==> config.mk <==
export PLATFORM = sky130hd
export DESIGN_NAME = seq_chunk_adder
export DESIGN_NICKNAME = d
export VERILOG_FILES = /design/src/rtl/seq_chunk_adder.sv
export SDC_FILE = /design/constraint.sdc
export NUM_CORES = 1
export LEC_CHECK = 0
export ABC_AREA = 1
export BUFFER_PORTS_ARGS = -buffer_cell sky130_fd_sc_hd__buf_2
export CORE_MARGIN = 2
export CORE_UTILIZATION = 40
export DETAILED_ROUTE_END_ITERATION = 8
export GPL_TIMING_DRIVEN = 0
export PLACE_DENSITY = 0.63
export SKIP_CTS_REPAIR_TIMING = 1
export SYNTH_ARGS = -nofsm -noshare
export SYNTH_HDL_FRONTEND = slang
export SYNTH_SLANG_ARGS = --single-unit
==> constraint.sdc <==
create_clock -name clk -period 2.87 [get_ports clk]
set_clock_uncertainty 0.2 [all_clocks]
set_input_delay 0.287 -clock clk [delete_from_list [all_inputs] [get_ports clk]]
set_output_delay 0.287 -clock clk [all_outputs]
set_load 0.02 [all_outputs]
==> src/rtl/seq_chunk_adder.sv <==
// Multi-cycle add/subtract unit: adds CHUNK bits per clock with a registered carry
// between chunks, behind a start/busy/done handshake. WIDTH must be a multiple of CHUNK.
module seq_chunk_adder #(
    parameter int WIDTH = 12,
    parameter int CHUNK = 4
) (
    input  logic             clk,
    input  logic             rst,
    input  logic             start,
    input  logic [WIDTH-1:0] A,
    input  logic [WIDTH-1:0] B,
    input  logic             Cin,
    input  logic             Sub,
    output logic             busy,
    output logic             done,
    output logic [WIDTH-1:0] Sum,
    output logic             Cout,
    output logic             Ovf
);

    localparam int N     = WIDTH / CHUNK;
    localparam int CNT_W = (N > 1) ? $clog2(N) : 1;

    typedef enum logic [1:0] {
        IDLE = 2'd0,
        RUN  = 2'd1,
        DONE = 2'd2
    } state_t;

    state_t             state_q, state_d;
    logic [CNT_W-1:0]   cnt_q, cnt_d;
    logic [WIDTH-1:0]   opa_q, opa_d;
    logic [WIDTH-1:0]   opb_q, opb_d;
    logic               carry_q, carry_d;
    logic [WIDTH-1:0]   work_q, work_d;
    logic [WIDTH-1:0]   sum_q, sum_d;
    logic               cout_q, cout_d;
    logic               ovf_q, ovf_d;

    logic [CHUNK-1:0]   a_chunk, b_chunk, s_chunk;
    logic               c_chunk;
    logic               last_chunk;

    assign a_chunk    = opa_q[cnt_q*CHUNK +: CHUNK];
    assign b_chunk    = opb_q[cnt_q*CHUNK +: CHUNK];
    assign {c_chunk, s_chunk} = {1'b0, a_chunk} + {1'b0, b_chunk} + {{CHUNK{1'b0}}, carry_q};
    assign last_chunk = (cnt_q == CNT_W'(N - 1));

    always_ff @(posedge clk) begin
        if (rst) begin
            state_q <= IDLE;
            cnt_q   <= '0;
            sum_q   <= '0;
            cout_q  <= 1'b0;
            ovf_q   <= 1'b0;
        end else begin
            state_q <= state_d;
            cnt_q   <= cnt_d;
            sum_q   <= sum_d;
            cout_q  <= cout_d;
            ovf_q   <= ovf_d;
        end
    end

    // NOTE: operand, carry and working registers are always loaded on accept before use,
    // so they carry no reset and stay plain enable flops.
    always_ff @(posedge clk) begin
        opa_q   <= opa_d;
        opb_q   <= opb_d;
        carry_q <= carry_d;
        work_q  <= work_d;
    end

    always_comb begin
        state_d = state_q;
        case (state_q)
            IDLE:    if (start) state_d = RUN;
            RUN:     if (last_chunk) state_d = DONE;
            DONE:    state_d = IDLE;
            default: state_d = IDLE;
        endcase
    end

    always_comb begin
        opa_d   = opa_q;
        opb_d   = opb_q;
        carry_d = carry_q;
        work_d  = work_q;
        cnt_d   = cnt_q;
        sum_d   = sum_q;
        cout_d  = cout_q;
        ovf_d   = ovf_q;
        if (state_q == IDLE && start) begin
            opa_d   = A;
            opb_d   = Sub ? ~B : B;
            carry_d = Cin ^ Sub;
            work_d  = '0;
            cnt_d   = '0;
        end else if (state_q == RUN) begin
            // NOTE: blocking assignments here let the final chunk reach sum_d in the same cycle.
            work_d[cnt_q*CHUNK +: CHUNK] = s_chunk;
            carry_d = c_chunk;
            cnt_d   = last_chunk ? '0 : cnt_q + CNT_W'(1);
            if (last_chunk) begin
                sum_d  = work_d;
                cout_d = c_chunk;
                ovf_d  = (opa_q[WIDTH-1] == opb_q[WIDTH-1]) && (s_chunk[CHUNK-1] != opa_q[WIDTH-1]);
            end
        end
    end

    always_comb begin
        busy = (state_q != IDLE);
        done = (state_q == DONE);
    end

    assign Sum  = sum_q;
    assign Cout = cout_q;
    assign Ovf  = ovf_q;

endmodule

# Word level (Yosys, flattened, before mapping)
# Cells that the tools add are included.
totals:
  ramBits: 0
  input_bits: 29
  reg_bits: 55
  romBits: 0
  n_memories: 0
  latch_bits: 0
op_classes:
  bitwise: 3
  n_mux: 8
  div: 0
  shifts: 4
  n_reduce_logical: 8
  n_mul: 0
  n_eq_ne: 7
  order_cmp: 0
  add_sub_neg: 4
ops:
  columns: ["op", "n"]
  rows:
  - ["negator 4 -> 34 bit", 1]
  - ["variable shift 4 x 34 -> 12 bit, first input constant", 1]
  - ["variable part select 4 x 34 -> 12 bit", 1]
  - ["variable part select 12 x 5 -> 4 bit", 2]
  - ["bitwise mux 12 bit", 1]
  - ["2-to-1 mux 12 bit", 1]
  - ["NOT 12 bit", 1]
  - ["2-to-1 mux 2 bit", 3]
  - ["adder 4 x 4 -> 5 bit", 1]
  - ["adder 5 x 1 -> 5 bit", 1]
  - ["equality test 2 bit, second input constant", 2]
  - ["inequality test 2 bit, second input constant", 2]
  - ["one-hot mux 2 bit (2 select lines)", 1]
  - ["nonzero test 2 bit", 2]
  - ["AND reduction 3 bit", 1]
  - ["adder 2 x 1 -> 2 bit, second input constant", 1]
  - ["equality test 2 x 1 -> 1 bit, second input constant", 1]
  - ["logical AND 1 bit", 2]
  - ["logical NOT 2 bit", 1]
  - ["2-to-1 mux 1 bit", 2]
  - ["AND reduction 2 bit", 1]
  - ["OR reduction 2 bit", 1]
  - ["equality test 1 bit", 1]
  - ["inequality test 1 bit", 1]
  - ["other kinds (2)", 2]

# Depth between registers and ports, before layout
# Gate-level depths: netlist of the first run.
logic_depth:
  ltp_word: 5
  depth_mapped: 13

# Least setup slack after synthesis of the first run
# No wires, ideal clock.
synth_timing:
  kind: "reg2reg"
  startpoint: "reg cnt_q[1]"
  endpoint: "reg carry_q, data pin"
  setup_time_ns: 0.277
  stages_incl_launch_ff: 10
  slack_ns: 0.202
  period_less_slack_ns: 2.668
  arrival_time_ns: 2.191
  cell_sequence: "dfxtp_1 clkbuf_1 inv_1 o21ai_0 o21ai_0 fa_1 fa_1 a21o_1 a21oi_1 o21ai_0"
synth_via:
  elab_chain_cells: 5
  elab_cells_between_ends: 6
  cone_classes: "add/sub: 2; shift: 2; mux: 2"
synth_lines:
  columns: ["element", "line", "source"]
  rows:
  - ["from (decl)", "31", "logic [CNT_W-1:0] cnt_q, cnt_d;"]
  - ["from (signal assigned)", "58", "cnt_q <= cnt_d;"]
  - ["variable part select 12 x 5 -> 4 bit (on tied branches)", "44, 45", null]
  - ["adder 4 x 4 -> 5 bit (*)", "46", "assign {c_chunk, s_chunk} = {1'b0, a_chunk} + {1'b0, b_chunk} + {{CHUNK{1'b0}}, carry_q};"]
  - ["adder 5 x 1 -> 5 bit (*)", "46", null]
  - ["2-to-1 mux 1 bit (*)", "99", "end else if (state_q == RUN) begin"]
  - ["2-to-1 mux 1 bit (*)", "93", "if (state_q == IDLE && start) begin"]
  - ["via carry_d", "34", "logic carry_q, carry_d;"]
  - ["to (signal assigned)", "70", "carry_q <= carry_d;"]
  - ["to (decl)", "34", null]
# The timed path passes the listed nets; every way through them passes the cells marked *. The select of a mux whose other input is x is not followed.
# A chain may end at the register's enable or synchronous reset.

# Worst setup path in the final report of the first run
# Same ends and word-level chain as after synthesis.

==> load_flow_metrics.sql, run 1 <==
INSERT INTO impl_metrics (metric_group, metric, value, unit) VALUES
('outcome', 'run_status', 'finished clean', ''),
('cts', 'cts_tree', 'done', ''),
('setup_path', 'critical-path-top-cell-by-count', 'sky130_fd_sc_hd__o21ai_0', ''),
('timing', 'report.final.hold_viol_count', '0', ''),
('yosys', 'yosys.cell_types.count', '33', ''),
('worst_hold_path', 'class_of_the_tightest_hold_or_removal_check', 'in2reg', ''),
('yosys', 'seq_area_frac_synth', '51.2', '%'),
('timing', 'max-slew-margin-rel', '60.7', '%'),
('global_routing', 'grt.overflow.total', '0', ''),
('timing', 'maxSlewViolCount', '0', ''),
('cts', 'buffer_cell_driving_the_clock_tree_root', 'sky130_fd_sc_hd__clkbuf_8', ''),
('yosys', 'ys_async_sr_fraction', '0', '%'),
('setup_path', 'reg2reg_depth', '9', ''),
('yosys', 'post-synth-top-count-cell', 'sky130_fd_sc_hd__nand2_1', ''),
('global_routing', 'grt_antenna_before_repair', '0', ''),
('layout', 'syn2layout_area_growth', '21.4', '%'),
('yosys', 'synthTopCellsByArea', 'sky130_fd_sc_hd__edfxtp_1 28%, sky130_fd_sc_hd__dfxtp_1 23%, sky130_fd_sc_hd__nand2_1 7.8%', ''),
('timing', 'min_period', '2.66', 'ns'),
('timing', 'setup_tns', '0', 'ns'),
('setup_path', 'path_class', 'reg2reg', ''),
('setup_path', 'worst_setup_path_start_kind', 'flop', ''),
('placement', 'gp_routability_congestion', '0.837', ''),
('timing', 'finalCritPeriodShare', '92.7', '%'),
('setup_path', 'critical_path.endpoint_type', 'flop', ''),
('power', 'power_leakage', '1.47', 'nW'),
('layout', 'post_route_cells_drive_above_1_share', '25.6', '%'),
('layout', 'fin_nets', '387', ''),
('floorplanning', 'die_width', '85.2', 'µm'),
('cts', 'htreeDepth', '2', ''),
('setup_path', 'crit_arrival', '2.49', 'ns'),
('setup_path', 'crit-reg2reg-launch', 'cnt_q[1]', ''),
('setup_path', 'required', '2.70', 'ns'),
('setup_path', 'critical_path.max_fanout', '9', ''),
('yosys', 'synthesis.yosys.warnings', '0', ''),
('floorplanning', 'rows', '29', ''),
('detailed_routing', 'remaining_drc_errors', '0', ''),
('floorplanning', 'core_region_area', '6350', 'µm²'),
('setup_path', 'timing.critical_path.buf_inv', '2', ''),
('cts', 'clock_tree.buffer_depth', '2', ''),
('yosys', 'syn-num-nets', '322', ''),
('global_routing', 'grt_use_total', '14.1', '%'),
('detailed_routing', 'drt_first_pass_iters', '4', ''),
('floorplanning', 'initial_core_utilization', '41.6', '%'),
('yosys', 'synth_cells', '282', ''),
('setup_path', 'r2r-end', 'carry_q', ''),
('layout', 'num_antenna_cells', '0', ''),
('timing', 'setup_viol_count_final', '0', ''),
('placement', 'post-place-ws', '-0.237', 'ns'),
('timing', 'worst_hold_margin', '0.0695', 'ns'),
('setup_path', 'crit_slowest_cell', 'sky130_fd_sc_hd__fa_1', ''),
('setup_path', 'cp_num_cells', '9', ''),
('detailed_routing', 'wl_per_cell', '11.6', 'µm'),
('yosys', 'synthesis.area', '2640', 'µm²'),
('setup_path', 'endpoint', 'carry_q', ''),
('power', 'fin_total_pwr', '1.58', 'mW'),
('setup_path', 'worst-r2r-setup-slack', '0.21', 'ns'),
('setup_path', 'path_cells', 'buf_4, clkinvlp_4, o21ai_0, o21ai_1, fa_2, fa_1, a21o_1, a21oi_2, o21ai_0', ''),
('timing', 'clock.fmax', '0.376', 'GHz'),
('floorplanning', 'ioPinCount', '45', ''),
('cts', 'numClockSinks', '55', ''),
('cts', 'clk-insertion-delay-late', '0.29', 'ns'),
('setup_path', 'worst_path_largest_cell_delay', '0.41', 'ns'),
('cts', 'cts.reportedPaths.clkPinSlew', '0.10', 'ns'),
('yosys', 'dominantRegCellSynth', 'sky130_fd_sc_hd__dfxtp_1', ''),
('detailed_routing', 'drt.antenna.violating_nets', '0', ''),
('power', 'vdd_drop_max', '405', 'µV'),
('global_routing', 'grt_pass1_vias', '1905', ''),
('global_routing', 'grt_start_max_net_pins', '30', ''),
('yosys', 'post_synth_most_frequent_cells', '55 x sky130_fd_sc_hd__nand2_1, 37 x sky130_fd_sc_hd__inv_1, 30 x sky130_fd_sc_hd__dfxtp_1', ''),
('timing', 'fin_ws', '0.210', 'ns'),
('global_routing', 'global_route_wire_length_before_repair', '8.36', 'mm');
[power by group]
| part | switching [mW] | internal, mW |
|---|---|---|
| clock network | 0.239 | 0.166 |
| registers | 0.0156 | 0.872 |
| logic | 0.176 | 0.112 |
| total | 0.431 | 1.15 |
[layout make-up]
type,count,area [µm²]
inverters,44,171
repair buffers,58,358
flip-flops and latches,55,1350
fillers,613,3150
well taps,77,96.3
clock buffers,5,68.8
multi-input cells,174,1080
plain buffers,9,63.8
clock inverters,3,15.0
[state kept, by name, indices dropped and copies added, names as in the netlist]
name / flops
cnt_q: 2
carry_q: 1
work_q: 12
Cout: 1
opa_q: 12
Sum: 12
state_q: 2
Ovf: 1
opb_q: 12
[how the worst min path moves through the flow]
stage                from    endpoint  depth (start not counted)
2_1_floorplan         rst  state_q[0]                          1
3_3_place_gp   work_q[11]  work_q[11]                          2
3_5_place_dp   work_q[11]  work_q[11]                          2
4_1_cts              A[1]    opa_q[1]                          1
5_1_grt              B[6]    opb_q[6]                          2
6_report            start  state_q[0]                          3
[layer usage]
metal	GRT usage (%)	routed length, µm	up-vias
met4	2.60	40	0
li1	-	-	1058
met5	0	0	-
met3	2.92	220	4
met1	17.3	2170	911
met2	25.9	2490	47
[cells in the final DEF, fill, tap and decap left out, types with 4 or more instances in the layout]
cell type,synthesis,final
sky130_fd_sc_hd__nand3_1,15,15
sky130_fd_sc_hd__o21ai_1,9,10
sky130_fd_sc_hd__o22ai_1,8,6
sky130_fd_sc_hd__inv_2,6,6
sky130_fd_sc_hd__inv_1,37,36
sky130_fd_sc_hd__ha_1,9,9
sky130_fd_sc_hd__dlygate4sd3_1,0,12
sky130_fd_sc_hd__o22ai_2,2,4
sky130_fd_sc_hd__buf_2,3,46
sky130_fd_sc_hd__buf_4,2,6
sky130_fd_sc_hd__o21ai_0,21,20
sky130_fd_sc_hd__clkbuf_8,0,5
sky130_fd_sc_hd__nor2_1,10,10
sky130_fd_sc_hd__dfxtp_1,30,29
sky130_fd_sc_hd__edfxtp_1,25,25
sky130_fd_sc_hd__o21ai_2,7,7
sky130_fd_sc_hd__nand2_1,55,55
sky130_fd_sc_hd__xor2_1,14,14
[per-stage QoR]
stage / utilization (%) / std cells / instance area, µm²
floorplan: - / 282 / 2640
global placement: 46.5 / 402 / 2950
detailed placement: 46.5 / 402 / 2950
CTS: 47.8 / 410 / 3030
global route: 50.5 / 425 / 3200
finish: 50.5 / 425 / 3200
[logic make-up (layout without fill, tap and decap cells)]
| group | after synthesis | count (layout) | synth area share (%) |
|---|---|---|---|
| and+or+nand+nor | 90 | 90 | 15.8 |
| DFF | 55 | 55 | 51.2 |
| buffers and inverters | 53 | 119 | 8.63 |
| AOI/OAI and AO/OA | 59 | 59 | 13.9 |
| xor gates and xnor gates | 14 | 14 | 4.65 |
| adders and majority gates | 11 | 11 | 5.78 |
[tightest hold or removal path, cell delays in order]
cell and delay [ns]:
sky130_fd_sc_hd__buf_2 0.10, sky130_fd_sc_hd__nand2_2 0.07, sky130_fd_sc_hd__a21oi_1 0.06
(Power assumes the default switching activity.)
==> run 2, diff against run 1 <==
CORE_ASPECT_RATIO = 1.1   (was not set)
==> load_flow_metrics.sql, run 2 (same netlist as run 1, synthesis figures left out) <==
INSERT INTO impl_metrics (metric_group, metric, value, unit) VALUES
('outcome', 'run_status', 'finished clean', ''),
('timing', 'finalCritPeriodShare', '93.9', '%'),
('setup_path', 'critical_path.endpoint_type', 'flop', ''),
('detailed_routing', 'wl_per_cell', '11.7', 'µm'),
('floorplanning', 'rows', '31', ''),
('layout', 'final_cells', '431', ''),
('global_routing', 'grt.overflow.total', '0', ''),
('placement', 'port_buffers', '43', ''),
('floorplanning', 'design.die.area', '7260', 'µm²'),
('cts', 'numClockSinks', '55', ''),
('setup_path', 'cp_num_cells', '9', ''),
('global_routing', 'global_route_hottest_layer', 'met2', ''),
('layout', 'finalInstanceArea', '3240', 'µm²'),
('timing', 'setup_viol_count_final', '0', ''),
('setup_path', 'reg2reg_depth', '9', ''),
('global_routing', 'grt_use_total', '14.3', '%'),
('setup_path', 'path_cells', 'inv_2, buf_2, nand3_1, o21ai_0, fa_1, fa_2, a21o_1, a21oi_2, o21ai_0', ''),
('detailed_routing', 'drt_first_pass_iters', '4', ''),
('detailed_routing', 'drt.antenna.violating_nets', '0', ''),
('power', 'power_density', '523', 'nW/µm²'),
('floorplanning', 'core_region_area', '6480', 'µm²'),
('placement', 'gp_routability_congestion', '0.869', ''),
('flow_run', 'max_cap_viol_count', '0', ''),
('global_routing', 'global_route_wire_length_before_repair', '8.00', 'mm'),
('layout', 'layout_common_cells', '55 x sky130_fd_sc_hd__nand2_1, 46 x sky130_fd_sc_hd__buf_2, 36 x sky130_fd_sc_hd__inv_1, 28 x sky130_fd_sc_hd__dfxtp_1, 25 x sky130_fd_sc_hd__edfxtp_1', ''),
('layout', 'post_route_cells_drive_above_1_share', '26.1', '%'),
('layout', 'syn2layout_area_growth', '22.9', '%'),
('detailed_routing', 'vias', '2031', ''),
('setup_path', 'crit_family', 'adder cells', ''),
('worst_hold_path', 'class_of_the_tightest_hold_or_removal_check', 'in2reg', ''),
('layout', 'layout_commonest_cell', 'sky130_fd_sc_hd__nand2_1', ''),
('timing', 'max-slew-margin-rel', '60.9', '%'),
('timing', 'min_period', '2.69', 'ns'),
('detailed_routing', 'route.final.wire_length', '5.03', 'mm'),
('cts', 'cts_inserted_buffers', '5', ''),
('timing', 'worst_slew_pin_slew', '0.585', 'ns'),
('cts', 'htreeDepth', '2', ''),
('timing', 'clock.fmax', '0.371', 'GHz'),
('setup_path', 'worst_setup_path_start_kind', 'flop', ''),
('floorplanning', 'ioPinCount', '45', ''),
('floorplanning', 'initial_core_utilization', '40.7', '%'),
('cts', 'cts.reportedPaths.clkPinSlew', '0.09', 'ns'),
('global_routing', 'grtUsageMet2', '25.8', '%'),
('setup_path', 'crit_slowest_cell', 'sky130_fd_sc_hd__fa_1', ''),
('cts', 'buffer_cell_driving_the_clock_tree_root', 'sky130_fd_sc_hd__clkbuf_8', ''),
('floorplanning', 'die_width', '81.4', 'µm'),
('layout', 'finalCoreUtilization', '50.1', '%'),
('detailed_routing', 'via_count_normalized_by_instance_count', '4.71', ''),
('placement', 'dp_cells', '407', ''),
('cts', 'clk-insertion-delay-late', '0.31', 'ns'),
('layout', 'fin_nets', '388', ''),
('setup_path', 'critical_path.max_fanout', '13', ''),
('setup_path', 'critical-path-top-cell-by-count', 'sky130_fd_sc_hd__o21ai_0', ''),
('global_routing', 'grt_start_max_net_pins', '30', ''),
('global_routing', 'grt_use_met1', '16.6', '%'),
('placement', 'detailed_place.area', '2960', 'µm²'),
('cts', 'cts_tree', 'done', ''),
('power', 'vdd_drop_max', '227', 'µV'),
('cts', 'clock_tree.buffer_depth', '2', ''),
('timing', 'maxSlewViolCount', '0', ''),
('global_routing', 'grt_pass1_vias', '1808', ''),
('placement', 'post-dp-hpwl', '3.61', 'mm'),
('detailed_routing', 'drt_first_iter_violations', '61', ''),
('timing', 'grt_setup_unrepaired', 'false', ''),
('floorplanning', 'floorplan.die.height', '89.2', 'µm'),
('worst_hold_path', 'timing.hold.worst_path_depth', '3', ''),
('global_routing', 'grt_antenna_before_repair', '0', ''),
('setup_path', 'timing.critical_path.buf_inv', '2', ''),
('setup_path', 'required', '2.72', 'ns'),
('power', 'power_leakage', '1.49', 'nW'),
('global_routing', 'groute.layer.met3.usage', '3.64', '%'),
('layout', 'num_antenna_cells', '0', ''),
('detailed_routing', 'remaining_drc_errors', '0', ''),
('timing', 'report.final.hold_viol_count', '0', ''),
('setup_path', 'worst_path_largest_cell_delay', '0.47', 'ns'),
('setup_path', 'crit_arrival', '2.54', 'ns'),
('setup_path', 'path_class', 'reg2reg', '');
[run 2: changes by cell type in the layout (fill, tap and decap cells not counted), sizes merged]
cell,delta
bufinv,+1
clkinv,-1
inv,+1
[run 2: stage by stage]
stage / power [mW] / hold WS, ns / TNS [ns] / worst slack, ns
after detailed placement: 1.18 / 0.248 / -1.25 / -0.213
after floorplan: 1.10 / 0.156 / 0 / 0.202
final: 1.70 / 0.0457 / 0 / 0.176
after CTS: 1.69 / -0.0661 / -1.53 / -0.227
after global placement: 1.17 / 0.236 / -0.888 / -0.168
after global routing: 1.78 / 0.0474 / 0 / 0.0417
[run 2: layout make-up]
type	instances	area, µm²
plain buffers	9	67.6
clock buffers	5	68.8
clock inverters	3	42.5
fillers	611	3230
inverters	44	171
multi-input cells	174	1070
flip-flops and latches	55	1350
well taps	82	103
repair buffers	58	358
repair inverters	1	5.00
[run 2: layer usage]
| metal | vias to the layer above | share of wire, % |
|---|---|---|
| li1 | 1058 | - |
| met1 | 922 | 44 |
| met2 | 43 | 51 |
| met3 | 8 | 3.8 |
| met4 | 0 | 1.5 |
| met5 | - | 0 |
[run 2: where the power goes]
group          switching [mW]  internal (mW)
sequential             0.0155          0.872
clock                   0.256          0.260
combinational           0.177          0.115
total                   0.449           1.25
[run 2: worst paths after layout]
kind	startpoint	to	slack [ns]
worst min register to register	work_q[7]	work_q[7]	0.26
worst max register to register	cnt_q[0]	carry_q	0.18
worst min-delay path	start	state_q[0]	0.05
worst max-delay path	cnt_q[0]	carry_q	0.18
[run 2: tightest hold or removal path, delay by kind of cell]
kind	cells	cell delay [ns]
buffers and inverters	1	0.10
and+or+nand+nor	1	0.07
AOI/OAI and AO/OA	1	0.06
